--- src/rtl/fetch_unit_pkg.sv ---
// Shared definitions for the instruction fetch unit.
//   fetch_state_e : request FSM encoding (IDLE / WAIT / DISCARD)
//   fetch_entry_t : one instruction-buffer entry {instruction word, its PC}
//   XLEN, RESET_PC_DEFAULT, DEPTH_DEFAULT : shared widths and defaults
//   word_align()  : clears the byte-offset bits of an address
package fetch_unit_pkg;

    localparam int              XLEN             = 32;
    localparam logic [XLEN-1:0] RESET_PC_DEFAULT = 32'h0000_0000;
    localparam int              DEPTH_DEFAULT    = 2;

    typedef enum logic [1:0] {
        ST_IDLE    = 2'd0,  // no request outstanding
        ST_WAIT    = 2'd1,  // request outstanding, data will be kept
        ST_DISCARD = 2'd2   // request outstanding, data will be dropped
    } fetch_state_e;

    typedef struct packed {
        logic [XLEN-1:0] instr;
        logic [XLEN-1:0] pc;
    } fetch_entry_t;

    function automatic logic [XLEN-1:0] word_align(input logic [XLEN-1:0] a);
        return a & ~32'h3;
    endfunction

endpackage

--- src/rtl/fetch_unit_if.sv ---
// Bus bundle of the fetch unit: instruction-memory handshake, decoder
// handshake and the redirect request from the execute stage.
//   master : the fetch unit (drives imem_req/addr and the instr outputs)
//   slave  : memory + decoder + branch unit side
interface fetch_unit_if;
    import fetch_unit_pkg::*;

    logic            imem_req;
    logic [XLEN-1:0] imem_addr;
    logic            imem_ack;
    logic [XLEN-1:0] imem_rdata;
    logic [XLEN-1:0] instr;
    logic [XLEN-1:0] instr_pc;
    logic            instr_valid;
    logic            instr_ready;
    logic            redirect;
    logic [XLEN-1:0] redirect_target;

    modport master (
        output imem_req, imem_addr, instr, instr_pc, instr_valid,
        input  imem_ack, imem_rdata, instr_ready, redirect, redirect_target
    );

    modport slave (
        input  imem_req, imem_addr, instr, instr_pc, instr_valid,
        output imem_ack, imem_rdata, instr_ready, redirect, redirect_target
    );

endinterface

--- src/rtl/fetch_unit_fifo.sv ---
// fetch_fifo: small circular instruction buffer.
//   clk, reset  : clock, async active-low reset
//   push_i      : write push_data_i at the tail
//   pop_i       : drop the head entry (caller guarantees non-empty)
//   flush_i     : empty the buffer; wins over push/pop
//   count_o     : current occupancy
//   head_o      : head entry (meaningful only when count_o != 0)
module fetch_fifo import fetch_unit_pkg::*; #(
    parameter int DEPTH = DEPTH_DEFAULT
) (
    input  logic                       clk,
    input  logic                       reset,
    input  logic                       push_i,
    input  fetch_entry_t               push_data_i,
    input  logic                       pop_i,
    input  logic                       flush_i,
    output logic [$clog2(DEPTH+1)-1:0] count_o,
    output fetch_entry_t               head_o
);
    localparam int PW = $clog2(DEPTH);
    localparam int CW = $clog2(DEPTH + 1);

    fetch_entry_t  mem_q [DEPTH];
    logic [PW-1:0] rd_q, wr_q;
    logic [CW-1:0] count_q;

    // DEPTH need not be a power of two, so pointers wrap explicitly.
    function automatic logic [PW-1:0] bump(input logic [PW-1:0] p);
        return (p == PW'(DEPTH - 1)) ? '0 : p + 1'b1;
    endfunction

    always_ff @(posedge clk or negedge reset) begin
        if (!reset) begin
            rd_q    <= '0;
            wr_q    <= '0;
            count_q <= '0;
        end else if (flush_i) begin
            rd_q    <= '0;
            wr_q    <= '0;
            count_q <= '0;
        end else begin
            if (push_i) wr_q <= bump(wr_q);
            if (pop_i)  rd_q <= bump(rd_q);
            count_q <= count_q + CW'(push_i) - CW'(pop_i);
        end
    end

    // Storage needs no reset: an entry is only read after it was written.
    always_ff @(posedge clk) begin
        if (push_i && !flush_i) mem_q[wr_q] <= push_data_i;
    end

    assign count_o = count_q;
    assign head_o  = mem_q[rd_q];

endmodule

--- src/rtl/fetch_unit.sv ---
// fetch_unit: sequential instruction fetch with a small prefetch buffer.
//   clk, reset : clock, async active-low reset
//   bus        : fetch_unit_if.master -- imem request/ack, decoder
//                instr/valid/ready, redirect/target
// One memory request may be outstanding. A request is only issued when a
// buffer slot is guaranteed for its data, so the buffer never overflows.
// A redirect flushes the buffer; an outstanding request that cannot be
// withdrawn is finished in DISCARD and its data dropped.
module fetch_unit import fetch_unit_pkg::*; #(
    parameter logic [XLEN-1:0] RESET_PC = RESET_PC_DEFAULT,
    parameter int              DEPTH    = DEPTH_DEFAULT
) (
    input  logic         clk,
    input  logic         reset,
    fetch_unit_if.master bus
);
    localparam int CW = $clog2(DEPTH + 1);

    fetch_state_e    state_q, state_d;
    logic [XLEN-1:0] fetch_pc_q, fetch_pc_d;   // next address to fetch
    logic [XLEN-1:0] addr_q, addr_d;           // address on the memory bus
    logic [XLEN-1:0] last_instr_q, last_pc_q;  // shown while buffer is empty

    logic            push, pop, valid, slot_free;
    logic [CW-1:0]   count, cnt_after;
    logic [XLEN-1:0] target;
    fetch_entry_t    head, push_entry;

    fetch_fifo #(.DEPTH(DEPTH)) u_fifo (
        .clk         (clk),
        .reset       (reset),
        .push_i      (push),
        .push_data_i (push_entry),
        .pop_i       (pop),
        .flush_i     (bus.redirect),
        .count_o     (count),
        .head_o      (head)
    );

    assign valid            = (count != '0);
    assign pop              = valid & bus.instr_ready;
    assign target           = word_align(bus.redirect_target);
    assign push             = (state_q == ST_WAIT) & bus.imem_ack & ~bus.redirect;
    assign push_entry.instr = bus.imem_rdata;
    assign push_entry.pc    = addr_q;
    // Occupancy once this cycle's push/pop have landed; a new request is
    // only issued if that still leaves room for its data.
    assign cnt_after        = count + CW'(push) - CW'(pop);
    assign slot_free        = (cnt_after < CW'(DEPTH));

    // State register
    always_ff @(posedge clk or negedge reset) begin
        if (!reset) begin
            state_q      <= ST_IDLE;
            fetch_pc_q   <= word_align(RESET_PC);
            addr_q       <= word_align(RESET_PC);
            last_instr_q <= '0;
            last_pc_q    <= '0;
        end else begin
            state_q    <= state_d;
            fetch_pc_q <= fetch_pc_d;
            addr_q     <= addr_d;
            if (valid) begin
                last_instr_q <= head.instr;
                last_pc_q    <= head.pc;
            end
        end
    end

    // Next-state logic
    always_comb begin
        state_d    = state_q;
        fetch_pc_d = fetch_pc_q;
        addr_d     = addr_q;
        unique case (state_q)
            ST_IDLE: begin
                if (bus.redirect) begin
                    // buffer is flushed this cycle, so a slot is always free
                    state_d    = ST_WAIT;
                    fetch_pc_d = target;
                    addr_d     = target;
                end else if (slot_free) begin
                    state_d = ST_WAIT;
                    addr_d  = fetch_pc_q;
                end
            end
            ST_WAIT: begin
                if (bus.imem_ack) begin
                    if (bus.redirect) begin
                        // request just completed: drop its data, no DISCARD
                        fetch_pc_d = target;
                        addr_d     = target;
                    end else begin
                        fetch_pc_d = fetch_pc_q + 32'd4;
                        addr_d     = fetch_pc_q + 32'd4;
                        state_d    = slot_free ? ST_WAIT : ST_IDLE;
                    end
                end else if (bus.redirect) begin
                    // keep the old address on the bus until it is acked
                    state_d    = ST_DISCARD;
                    fetch_pc_d = target;
                end
            end
            ST_DISCARD: begin
                if (bus.redirect) fetch_pc_d = target;
                if (bus.imem_ack) begin
                    // buffer was flushed on entry and nothing pushed since
                    state_d = ST_WAIT;
                    addr_d  = bus.redirect ? target : fetch_pc_q;
                end
            end
            default: state_d = ST_IDLE;
        endcase
    end

    // Outputs
    always_comb begin
        bus.imem_req    = (state_q != ST_IDLE);
        bus.imem_addr   = addr_q;
        bus.instr_valid = valid;
        bus.instr       = valid ? head.instr : last_instr_q;
        bus.instr_pc    = valid ? head.pc    : last_pc_q;
    end

endmodule

--- src/flat_wrapper.sv ---
// flat-port wrapper written by rule: the top's interface ports become plain ports
module fetch_unit_flat import fetch_unit_pkg::*;
#(
    parameter logic [XLEN-1:0] RESET_PC = RESET_PC_DEFAULT,
    parameter int              DEPTH    = DEPTH_DEFAULT
)
  (clk, reset, bus_imem_req, bus_imem_addr, bus_instr, bus_instr_pc, bus_instr_valid, bus_imem_ack, bus_imem_rdata, bus_instr_ready, bus_redirect, bus_redirect_target);
  fetch_unit_if bus_i ();
  input  logic clk;
  input  logic reset;
  output wire logic [$bits(bus_i.imem_req)-1:0] bus_imem_req;
  output wire logic [$bits(bus_i.imem_addr)-1:0] bus_imem_addr;
  output wire logic [$bits(bus_i.instr)-1:0] bus_instr;
  output wire logic [$bits(bus_i.instr_pc)-1:0] bus_instr_pc;
  output wire logic [$bits(bus_i.instr_valid)-1:0] bus_instr_valid;
  input wire logic [$bits(bus_i.imem_ack)-1:0] bus_imem_ack;
  input wire logic [$bits(bus_i.imem_rdata)-1:0] bus_imem_rdata;
  input wire logic [$bits(bus_i.instr_ready)-1:0] bus_instr_ready;
  input wire logic [$bits(bus_i.redirect)-1:0] bus_redirect;
  input wire logic [$bits(bus_i.redirect_target)-1:0] bus_redirect_target;
  assign bus_imem_req = bus_i.imem_req;
  assign bus_imem_addr = bus_i.imem_addr;
  assign bus_instr = bus_i.instr;
  assign bus_instr_pc = bus_i.instr_pc;
  assign bus_instr_valid = bus_i.instr_valid;
  assign bus_i.imem_ack = bus_imem_ack;
  assign bus_i.imem_rdata = bus_imem_rdata;
  assign bus_i.instr_ready = bus_instr_ready;
  assign bus_i.redirect = bus_redirect;
  assign bus_i.redirect_target = bus_redirect_target;
  fetch_unit #(.RESET_PC(RESET_PC), .DEPTH(DEPTH)) u_core (.clk(clk), .reset(reset), .bus(bus_i));
endmodule
--- config.mk ---
export PLATFORM = sky130hd
export DESIGN_NAME = fetch_unit_flat
export DESIGN_NICKNAME = d
export VERILOG_FILES = /design/src/rtl/fetch_unit_pkg.sv /design/src/rtl/fetch_unit_if.sv /design/src/rtl/fetch_unit_fifo.sv /design/src/rtl/fetch_unit.sv /design/src/flat_wrapper.sv
export SDC_FILE = /design/constraint.sdc
export NUM_CORES = 1
export LEC_CHECK = 0
export BUFFER_PORTS_ARGS = -buffer_cell sky130_fd_sc_hd__buf_2
export CAP_MARGIN = 10
export CORE_MARGIN = 2
export CORE_UTILIZATION = 40
export DETAILED_ROUTE_END_ITERATION = 16
export PLACE_DENSITY = 0.67
export SYNTH_ARGS = -nofsm -noshare
export SYNTH_HDL_FRONTEND = slang
export SYNTH_SLANG_ARGS = --single-unit
--- constraint.sdc ---
create_clock -name clk -period 9 [get_ports clk]
set_clock_uncertainty 0.15 [all_clocks]
set_input_delay 1.35 -clock clk [delete_from_list [all_inputs] [get_ports clk]]
set_output_delay 1.35 -clock clk [all_outputs]
set_load 0.05 [all_outputs]
; After elaboration in Yosys (flattened, before gate mapping)
; Memory sizes are Yosys's and may differ from the RTL's.
; Index checks and enable logic that the tools add are counted.
; W data, S select, Z words.
[totals]
ff_bits = 134
ramBits = 128
input_bits = 69
out_inout_bits = 98
elab_cells = 66
memories = 1
[op_classes]
addsub = 5
order_cmp = 1
n_eq_ne = 7
mux = 28
n_bitwise = 4
reduce_logical = 12
[memory_table]
columns = memory, words, width, rd, rd_ports_with_merged_regs, wr, line_no
row1 = u_core.u_fifo.mem_q, 2, 64, 1, 0, 1, fetch_unit_fifo.sv:23  ; fetch_entry_t mem_q [DEPTH];
[ops]
columns = cell, n
row1 = $mux W32, 9
row2 = $pmux W32 S3, 1
row3 = $pmux W32 S2, 1
row4 = $add A32 B3 Y32 const B, 1
row5 = $mux W2, 7
row6 = $reduce_bool A2 Y1, 5
row7 = $mux W1, 9
row8 = $reduce_and A4 Y1, 2
row9 = $ne A3 B3 Y1 const B, 2
row10 = $pmux W2 S3, 1
row11 = $ne A2 B2 Y1 const B, 2
row12 = $and A1 B1 Y1, 3
row13 = $ne A3 B2 Y1 const B, 1
row14 = $reduce_bool A3 Y1, 1
row15 = $add A1 B1 Y1 const B, 2
row16 = $add A2 B1 Y2, 1
row17 = $eq A2 B1 Y1 const B, 1
row18 = $eq A2 B2 Y1 const B, 1
row19 = $logic_not A2 Y1, 1
row20 = $lt A2 B2 Y1 const B, 1
row21 = $reduce_or A2 Y1, 1
row22 = $sub A2 B1 Y2, 1
row23 = $logic_and A1 B1 Y1, 1
row24 = $logic_not A1 Y1, 1
row25 = $not A1 Y1, 1

; Logic depth before layout (Yosys ltp)
; Gate-level depths: netlist (run 1).
[depth]
word_depth = 10
depth_mapped = 14

; Modules after synthesis
; A second synthesis (run 1) with hierarchy kept.
[hier_totals]
cells_unflattened = 867
hier_area_um2 = 11720.0
[by_module_without_submodules]
columns = module, instances, cells_each, area_per_inst_um2, seq_area_each_um2
row1 = fetch_unit, 1, 651, 6688.9, 3253.1
row2 = fetch_fifo, 1, 216, 5031.1, 3943.8

; Worst setup path before layout (run 1)
; No wires, ideal clock.
[synth_timing]
path_kind = in2reg
startpoint = in bus_imem_ack
endpoint = mem u_core.u_fifo.mem_q[0][0] (netlist name) (enable)
setup_ns = 0.486
t_arrival_ns = 4.875
required_time_ns = 8.364
setup_slack_ns = 3.489
stages = 5
cell_sequence = clkbuf_1 and2_0 clkbuf_1 nand2_1 nor2_1
[synth_between]
elab_chain_cells = 5
[synth_lines]
columns = element, line_no
row1 = from (decl), flat_wrapper.sv:16  ; input wire logic [$bits(bus_i.imem_ack)-1:0] bus_imem_ack;
row2 = $and A1 B1 Y1 (2 in a row), fetch_unit.sv:43  ; assign push = (state_q == ST_WAIT) & bus.imem_ack & ~bus.redirect;
row3 = $logic_and A1 B1 Y1, fetch_unit_fifo.sv:50  ; if (push_i && !flush_i) mem_q[wr_q] <= push_data_i;
row4 = $mux W1, fetch_unit_fifo.sv:50
row5 = $mux W1 (not written as such), fetch_unit_fifo.sv:50
row6 = to (decl), fetch_unit_fifo.sv:23
; No other way between the ends.

; Worst setup path after layout (run 1)
[layout_timing]
startpoint = reg u_core.u_fifo.rd_q
endpoint = out bus_instr_pc[4]
[layout_between]
elab_chain_cells = 2
[layout_lines]
columns = element, line_no
row1 = from (decl), fetch_unit_fifo.sv:24  ; logic [PW-1:0] rd_q, wr_q;
row2 = from (signal assigned), fetch_unit_fifo.sv:43  ; if (pop_i) rd_q <= bump(rd_q);
row3 = $mem_v2 Z2 W64, n/a
row4 = $mux W32, fetch_unit.sv:122  ; bus.instr_pc = valid ? head.pc : last_pc_q;
row5 = to (decl), flat_wrapper.sv:14  ; output wire logic [$bits(bus_i.instr_pc)-1:0] bus_instr_pc;
; No other way between the ends.

==> flow_metrics.py, run 1 <==
metrics = {
    "status": {
        "run_status": "completed",
    },
    "detailed_routing": {
        "drt-vias-per-instance": 5.32,
        "drtPass1Iterations": 5,
        "routed_wire_per_std_cell_um": 18.2,
        "post-route-drc-count": 0,
        "route.antenna.remaining_nets": 0,
        "route.vias.total": 7774,
        "initialDrtViolationCount": 680,
        "wl_um": 26700,
    },
    "sta": {
        "fin_worst_hold_slack_ns": 0.348,
        "setup-tns-final_ns": 0,
        "finalHoldViolations": 0,
        "rsz0062_at_grt": "no",
        "period_minus_slack_ns": 4.25,
        "layout_worst_path_cycle_share": 0.472,
        "slew_viol_final": 0,
        "worst_pin_slew_ns": 1.12,
        "timing.final.setup_violations": 0,
        "timing.max_slew.rel_slack": 0.252,
        "upper_clock_frequency_limit_ghz": 0.235,
    },
    "placed_design": {
        "post-place-cells": 1413,
        "place_congestion": 0.842,
        "dp.final_hpwl_um": 17100,
        "port-buffer-count": 164,
    },
    "logic_synthesis": {
        "synth_simple_gate_area_frac": 0.116,
        "postSynthAreaPerCell_um2": 12.1,
        "synth_compound_gate_area_share": 0.117,
        "synth_top_flop_cell": "dfrtp_1",
        "ys_seq_area_frac": 0.642,
        "asyncSetResetFlopFracSynth": 0.511,
        "synth_xor_area_frac": 0.0137,
        "synth_enable_flop_cells": 128,
        "yosys_warnings": 0,
        "synth_fp_nets": 1000,
        "syn_inst": 928,
        "synth_mux_area_frac": 0.0798,
        "yosys_register_bits": 262,
        "synth-adder-area-share": 0.00335,
        "main_combinational_cell_family_by_area_after_synthesis": "compound AO/OA/AOI/OAI gates",
        "post_synth_instance_area_um2": 11200,
        "netlist-cell-type-count": 67,
    },
    "clock_tree": {
        "numClockSinks": 262,
        "tritoncts": "built",
        "postCtsSetupRepairBufs": 0,
        "clk_transition_reported_paths_ns": 0.07,
        "clk_root_buffer_cell": "clkbuf_16",
        "cts-resized-gates": 0,
        "tritoncts.num_buffers": 27,
        "cts_hold_buf": 0,
        "worst_skew_pair.late_latency_ns": 0.52,
        "maximum_clock_insertion_buffer_count": 3,
        "cts_htree_levels": 1,
    },
    "floorplanning": {
        "die_width_um": 171,
        "floorplan.core_area_um2": 27700,
        "design.portCount": 167,
        "start_util": 0.405,
        "placementRows": 61,
        "fp.dieArea_um2": 29400,
        "die_height_um": 171,
    },
    "worst_setup_path": {
        "cp_data_arrival_time_ns": 2.75,
        "critical_path.startpoint_type": "flop",
        "timing_worst_setup_path_type": "flop to output port",
        "cp_slowest_cell": "buf_4",
        "crit_path_end_kind": "output port",
        "path_cells": "buf_4 -> mux2i_1 -> a21oi_1 -> buf_2",
        "worst-path-max-fanout": 58,
        "critPathRequiredTime_ns": 7.50,
        "cp_slowest_stage_delay_ns": 0.79,
    },
    "grt": {
        "grt_pass1_vias": 7428,
        "number_of_antenna_violations_at_the_first_check_in_global_routing": 0,
        "overall_overflow_remaining_after_global_route": 0,
        "grt.total_usage": 0.177,
        "grt_first_pass_wirelength_um": 41000,
        "largest_net_degree_at_the_start_of_global_routing": 107,
    },
    "layout": {
        "multiInputGateArea_um2": 3720,
        "antenna_cells": 0,
        "layoutNonFillerInstCount": 1462,
        "final_net_count": 1136,
        "area_delta_synth_final_pct": 18.1,
        "sequential_cell_area_um2": 7200,
        "final.fill_count": 2493,
        "post_route_cells_drive_above_1_share": 0.223,
        "layout.core_utilization": 0.478,
    },
    "job": {
        "maxCapViolations": 0,
    },
    "min_path": {
        "hp-class": "flop to flop",
    },
}
[placed cells by master (no fill, tap or decap), types with 11 or more instances in the layout]
master | Yosys | layout
a21oi_1 | 92 | 92
nor2_1 | 103 | 102
o22ai_1 | 15 | 15
dfrtp_1 | 134 | 133
buf_2 | 11 | 163
edfxtp_1 | 128 | 128
clkbuf_16 | 0 | 27
nor3_1 | 14 | 14
mux2i_1 | 77 | 77
nor4_1 | 13 | 13
nand2_1 | 62 | 62
o21ai_0 | 34 | 34
nand4_1 | 11 | 11
nand3_1 | 20 | 20
inv_1 | 12 | 12
[cell usage after synthesis, drive strengths merged, types with 5 or more instances]
cell / n / area [µm²]
edfxtp: 128 / 3840
xor2: 8 / 70.1
buf: 21 / 100
clkbuf: 46 / 174
nand4: 13 / 103
nand3: 20 / 100
and3: 10 / 62.6
o311ai: 6 / 52.6
o22ai: 15 / 93.8
a311oi: 5 / 43.8
inv: 12 / 45.0
mux2i: 77 / 771
o21ai: 36 / 180
nor4: 18 / 153
and2: 7 / 43.8
mux2: 11 / 124
o31ai: 11 / 87.6
xnor2: 7 / 61.3
nor3: 14 / 70.1
nand2: 62 / 233
nor2: 103 / 387
or4: 6 / 45.0
o211ai: 7 / 52.6
dfrtp: 134 / 3350
a21oi: 93 / 469
[flip-flops by register name, summed over array words and instances, names as in the netlist]
name and cells:
u_core.bus.imem_addr 32, u_core.fetch_pc_q 32, u_core.last_instr_q 32, u_core.last_pc_q 32, u_core.state_q 2, u_core.u_fifo.count_o 2, u_core.u_fifo.mem_q 128, u_core.u_fifo.rd_q 1
u_core.u_fifo.wr_q 1
[cell type report]
class,count,area share
multi-input cells,587,0.281
clock buffers,34,0.0545
well taps,378,0.0357
clock inverters,15,0.0134
repair buffers,174,0.0681
inverters,12,0.00340
flip-flops and latches,262,0.544
[final timing paths]
path	slack, ns	startpoint	end	depth (start not counted)
worst min register to register	0.35	u_core.bus.imem_addr[14]	u_core.u_fifo.mem_q[1][14]	0
worst min-delay path	0.35	u_core.bus.imem_addr[14]	u_core.u_fifo.mem_q[1][14]	0
worst max register to register	5.78	u_core.state_q[1]	u_core.bus.imem_addr[14]	11
max in group asynchronous	6.63	reset	u_core.u_fifo.rd_q	2
worst max-delay path	4.75	u_core.u_fifo.rd_q	bus_instr_pc[4]	4
min in group asynchronous	0.71	reset	u_core.last_instr_q[3]	1
[cell families after synthesis]
| family | count (synthesis) |
|---|---|
| adder cells (fa/ha/maj) | 3 |
| multiplexers | 88 |
| buffers and inverters | 79 |
| XOR/XNOR | 16 |
| AO/OA/AOI/OAI | 212 |
| flip-flops | 262 |
| AND/OR/NAND/NOR | 268 |
[worst max-delay path: cells and delay by family, from the launching register on]
| family | cells | cell delay, ns |
|---|---|---|
| AOI/OAI and AO/OA | 1 | 0.23 |
| buffers and inverters | 2 | 1.08 |
| DFF | 1 | 0.50 |
| muxes | 1 | 0.26 |
[per-stage QoR]
| stage | instance area (µm²) | setup slack [ns] |
|---|---|---|
| global route | 13200 | 4.53 |
| CTS | 13200 | 4.72 |
| floorplan | 11200 | 3.49 |
| global placement | 12300 | 4.82 |
| finish | 13200 | 4.75 |
| detailed placement | 12300 | 4.78 |
[per-layer routing]
metal | vias up | global-route usage | routed length (µm)
met4 | 0 | 0.0453 | 413
met5 | - | 0 | 0
met1 | 3786 | 0.250 | 12000
met2 | 248 | 0.284 | 12600
met3 | 29 | 0.0320 | 1700
li1 | 3711 | - | -
Power of run 1 is left out: the tool's default activity adds up to more than one toggle a clock period on the data nets, which glitch-free logic cannot reach.
==> run 2, diff against run 1 <==
==> constraint.sdc (replaced) <==
create_clock -name clk -period 4.3 [get_ports clk]
set_clock_uncertainty 0.15 [all_clocks]
set_input_delay 0.645 -clock clk [delete_from_list [all_inputs] [get_ports clk]]
set_output_delay 0.645 -clock clk [all_outputs]
set_load 0.05 [all_outputs]
==> flow_metrics.py, run 2 (same netlist as run 1, synthesis figures left out) <==
metrics = {
    "detailed_routing": {
        "wl_met1_um": 12000,
        "drt-vias-per-instance": 5.36,
        "wl_met2_um": 12500,
        "routed_wire_per_std_cell_um": 18.2,
        "route.antenna.remaining_nets": 0,
        "wl_um": 26700,
        "initialDrtViolationCount": 628,
        "post-route-drc-count": 0,
        "highest_layer": "met4",
        "detailroute.wirelength.met3_um": 1720,
        "drtPass1Iterations": 5,
        "route.vias.total": 7890,
    },
    "floorplanning": {
        "die_width_um": 171,
        "placementRows": 61,
        "design.portCount": 167,
        "fp.dieArea_um2": 29400,
        "die_height_um": 171,
        "start_util": 0.405,
        "floorplan.core_area_um2": 27700,
    },
    "sta": {
        "period_minus_slack_ns": 3.66,
        "slew_viol_final": 0,
        "timing.max_slew.rel_slack": 0.318,
        "rsz0062_at_grt": "no",
        "layout_worst_path_cycle_share": 0.852,
        "worst_pin_slew_ns": 1.01,
        "finalHoldViolations": 0,
        "upper_clock_frequency_limit_ghz": 0.273,
        "timing.final.setup_violations": 0,
        "setup-tns-final_ns": 0,
    },
    "layout": {
        "max_flop_register": "u_core.u_fifo.mem_q",
        "final_common_cell": "buf_2",
        "antenna_cells": 0,
        "largest_reg_flops": 128,
        "area_delta_synth_final_pct": 19.1,
        "final_net_count": 1145,
        "final_cell_area_um2": 13400,
        "post_route_cells_drive_above_1_share": 0.229,
        "highest_count_cells_in_the_layout_ignoring_fill_and_taps": "163 x buf_2, 133 x dfrtp_1, 128 x edfxtp_1",
    },
    "clock_tree": {
        "tritoncts.num_buffers": 29,
        "tritoncts": "built",
        "cts-resized-gates": 0,
        "maximum_clock_insertion_buffer_count": 3,
        "cts_hold_buf": 0,
        "clk_root_buffer_cell": "clkbuf_16",
        "postCtsSetupRepairBufs": 0,
        "cts_htree_levels": 1,
        "numClockSinks": 262,
        "worst_skew_pair.late_latency_ns": 0.53,
        "clk_transition_reported_paths_ns": 0.06,
    },
    "status": {
        "run_status": "completed",
    },
    "grt": {
        "grt_pass1_vias": 7480,
        "grt.total_usage": 0.178,
        "largest_net_degree_at_the_start_of_global_routing": 85,
        "overall_overflow_remaining_after_global_route": 0,
        "grt_first_pass_wirelength_um": 41400,
        "number_of_antenna_violations_at_the_first_check_in_global_routing": 0,
    },
    "worst_setup_path": {
        "worst-path-max-fanout": 80,
        "cp_data_arrival_time_ns": 2.87,
        "crit_path_end_kind": "output port",
        "critPathRequiredTime_ns": 3.50,
        "timing_worst_setup_path_type": "flop to output port",
        "critical_path.startpoint_type": "flop",
    },
    "job": {
        "maxCapViolations": 0,
    },
    "placed_design": {
        "place_congestion": 0.876,
        "dpl_cell_area_um2": 12400,
        "port-buffer-count": 164,
        "dp.final_hpwl_um": 17300,
    },
    "min_path": {
        "hp-class": "input pin to asynchronous set/reset pin",
    },
}
-- run 2: routing by layer --
metal | vias to the layer above | global-route usage
met5 | - | 0
met4 | 0 | 0.0516
met3 | 53 | 0.0354
met2 | 248 | 0.284
met1 | 3864 | 0.247
li1 | 3725 | -
-- run 2: through the flow --
step | setup WS (ns) | hold slack (ns) | utilization | instances
after floorplan | 0.556 | 0.199 | - | 928
after global placement | 0.992 | 0.320 | 0.448 | 1420
after detailed placement | 0.960 | 0.325 | 0.448 | 1420
after CTS | 0.587 | 0.0790 | 0.482 | 1473
after global routing | 0.423 | 0.116 | 0.482 | 1473
final | 0.635 | 0.0562 | 0.482 | 1473
-- run 2: final cells by class --
type	instances	area [µm²]
clock buffer	39	783
tap	378	473
multi-input combinational	587	3720
sequential	262	7200
clock inverter	14	151
inverter	12	45.0
timing repair buffer	181	980
fill	2522	14400
-- run 2: final timing paths --
check,start,endpoint,slack (ns),cells after the start
max,u_core.u_fifo.count_o[1],bus_instr_pc[12],0.64,6
min,reset,u_core.last_instr_q[5],0.06,1
max reg2reg,u_core.state_q[1],u_core.bus.imem_addr[12],1.11,11
min reg2reg,u_core.bus.imem_addr[21],u_core.u_fifo.mem_q[1][21],0.34,0
max in group asynchronous,reset,u_core.bus.imem_addr[23],3.15,2
min in group clk,bus_imem_rdata[18],u_core.u_fifo.mem_q[0][50],0.15,1
-- run 2: worst max-delay path: stages (launching register included) --
cell and delay [ns]:
dfrtp_1 0.35, or2_4 0.12, buf_4 0.41, buf_4 0.72, nor2_1 0.09, a21oi_1 0.27, buf_2 0.32
Power of run 2 is left out for the same reason.
==> run 3, diff against run 2 <==
--- a/config.mk
+++ b/config.mk
@@ -7,7 +7,7 @@
 export LEC_CHECK = 0
 export BUFFER_PORTS_ARGS = -buffer_cell sky130_fd_sc_hd__buf_2
 export CAP_MARGIN = 10
-export CORE_MARGIN = 2
+export CORE_MARGIN = 3
 export CORE_UTILIZATION = 40
 export DETAILED_ROUTE_END_ITERATION = 16
 export PLACE_DENSITY = 0.67
==> constraint.sdc (replaced) <==
create_clock -name clk -period 4.6 [get_ports clk]
set_clock_uncertainty 0.15 [all_clocks]
set_input_delay 0.69 -clock clk [delete_from_list [all_inputs] [get_ports clk]]
set_output_delay 0.69 -clock clk [all_outputs]
set_load 0.02 [all_outputs]
==> flow_metrics.py, run 3 (same netlist as run 1, synthesis figures left out) <==
metrics = {
    "clock_tree": {
        "tritoncts": "built",
        "worst_skew_pair.late_latency_ns": 0.53,
        "tritoncts.num_buffers": 28,
        "maximum_clock_insertion_buffer_count": 3,
        "clk_transition_reported_paths_ns": 0.06,
        "postCtsSetupRepairBufs": 0,
        "clk_root_buffer_cell": "clkbuf_16",
        "cts_hold_buf": 0,
        "numClockSinks": 262,
        "cts_htree_levels": 1,
        "cts-resized-gates": 0,
    },
    "detailed_routing": {
        "wl_um": 27400,
        "route.vias.total": 7867,
        "routed_wire_per_std_cell_um": 18.7,
        "drt-vias-per-instance": 5.38,
        "initialDrtViolationCount": 701,
        "post-route-drc-count": 0,
        "route.antenna.remaining_nets": 0,
        "drtPass1Iterations": 5,
    },
    "grt": {
        "grt.total_usage": 0.177,
        "largest_net_degree_at_the_start_of_global_routing": 95,
        "number_of_antenna_violations_at_the_first_check_in_global_routing": 0,
        "global_route.usage.met2": 0.282,
        "overall_overflow_remaining_after_global_route": 0,
        "grt_pass1_vias": 7646,
        "gr-usage-met1": 0.254,
        "grt_most_used_layer": "met2",
        "grt_first_pass_wirelength_um": 43400,
        "grt_util_met3": 0.0337,
    },
    "worst_setup_path": {
        "cp_data_arrival_time_ns": 2.65,
        "cp_slowest_cell": "buf_4",
        "critPathRequiredTime_ns": 3.76,
        "worst-path-max-fanout": 94,
        "timing_worst_setup_path_type": "flop to output port",
        "crit_path_end_kind": "output port",
        "critical_path.startpoint_type": "flop",
        "path_cells": "or2_4 -> buf_4 -> nor2_1 -> a21oi_1 -> buf_2",
        "cp_slowest_stage_delay_ns": 0.78,
    },
    "placed_design": {
        "dpl_cell_area_um2": 12400,
        "dp.final_hpwl_um": 17700,
        "post-place-cells": 1410,
        "place_congestion": 0.826,
        "post-place-ws_ns": 1.24,
        "port-buffer-count": 164,
    },
    "layout": {
        "highest_count_cells_in_the_layout_ignoring_fill_and_taps": "163 x buf_2, 133 x dfrtp_1, 128 x edfxtp_1",
        "post_route_cells_drive_above_1_share": 0.228,
        "antenna_cells": 0,
        "largest_reg_flops": 128,
        "layoutNonFillerInstCount": 1462,
        "area_delta_synth_final_pct": 18.6,
        "final_cell_area_um2": 13300,
        "final_common_cell": "buf_2",
        "max_flop_register": "u_core.u_fifo.mem_q",
        "final_net_count": 1140,
    },
    "sta": {
        "finalHoldViolations": 0,
        "upper_clock_frequency_limit_ghz": 0.287,
        "slew_viol_final": 0,
        "worst_pin_slew_ns": 0.976,
        "period_minus_slack_ns": 3.49,
        "rsz0062_at_grt": "no",
        "layout_worst_path_cycle_share": 0.758,
        "setup-tns-final_ns": 0,
        "timing.final.setup_violations": 0,
        "timing.max_slew.rel_slack": 0.350,
        "postLayoutSetupSlackWorst_ns": 1.11,
    },
    "power": {
        "power_leakage_nw": 5.08,
        "powerDensity_nw_per_um2": 724,
        "power.ir.vdd_worst_mv": 0.285,
        "totalPowerFinal_mw": 9.63,
    },
    "floorplanning": {
        "design.portCount": 167,
        "fp.dieArea_um2": 30100,
        "floorplan.core_area_um2": 27300,
        "placementRows": 60,
        "start_util": 0.411,
        "die_width_um": 173,
        "die_height_um": 173,
    },
    "status": {
        "run_status": "completed",
    },
    "min_path": {
        "hp-class": "input pin to asynchronous set/reset pin",
    },
    "job": {
        "maxCapViolations": 0,
    },
}
## run 3: cell count changes in the layout (fill, tap and decap cells not counted), moves of 2 or more
cell	change
bufinv_16	-2
buf_4	-3
clkinv_2	-2
clkbuf_8	+6
## run 3: worst max-delay path, delay by kind of cell (launching register included)
kind | cells | cell delay, ns
buffers and inverters | 2 | 0.99
AOI/OAI and AO/OA | 1 | 0.24
DFF | 1 | 0.35
and+or+nand+nor | 2 | 0.45
## run 3: path summary, 6_finish.rpt
path,start,end,slack [ns],cells past startpoint
min,reset,u_core.last_instr_q[12],0.09,1
min reg2reg,u_core.fetch_pc_q[1],u_core.fetch_pc_q[1],0.34,1
max in group asynchronous,reset,u_core.last_pc_q[1],3.17,2
min in group clk,bus_imem_rdata[5],u_core.u_fifo.mem_q[1][37],0.20,1
max,u_core.u_fifo.count_o[0],bus_instr_pc[10],1.11,5
max reg2reg,u_core.u_fifo.count_o[1],u_core.bus.imem_addr[19],1.38,11
## run 3: area by class of cell
cell class	instances	area (µm²)
clock buffers	44	862
clock inverters	8	70.1
fillers	2433	14000
inverters	12	45.0
multi-input cells	587	3720
flip-flops and latches	262	7200
well taps	372	465
repair buffers	177	937
## run 3: per-layer routing
layer | wire, µm | vias to the layer above | part of all wire
met1 | 12400 | 3850 | 0.45
met4 | 460 | 0 | 0.017
met2 | 12900 | 266 | 0.47
met3 | 1620 | 37 | 0.059
li1 | - | 3714 | -
met5 | 0 | - | 0
## run 3: metrics by stage
step,util,hold slack (ns)
6_report,0.488,0.0910
5_1_grt,0.488,0.170
3_3_place_gp,0.454,0.319
4_1_cts,0.488,0.147
3_5_place_dp,0.454,0.323
2_1_floorplan,-,0.244
## run 3: power breakdown
part / total (mW) / internal [mW] / switching (mW)
Combinational: 3.66 / 1.21 / 2.45
Clock: 2.23 / 1.34 / 0.893
Sequential: 3.75 / 3.21 / 0.540
No activity file was read; power rests on OpenSTA's default activity.
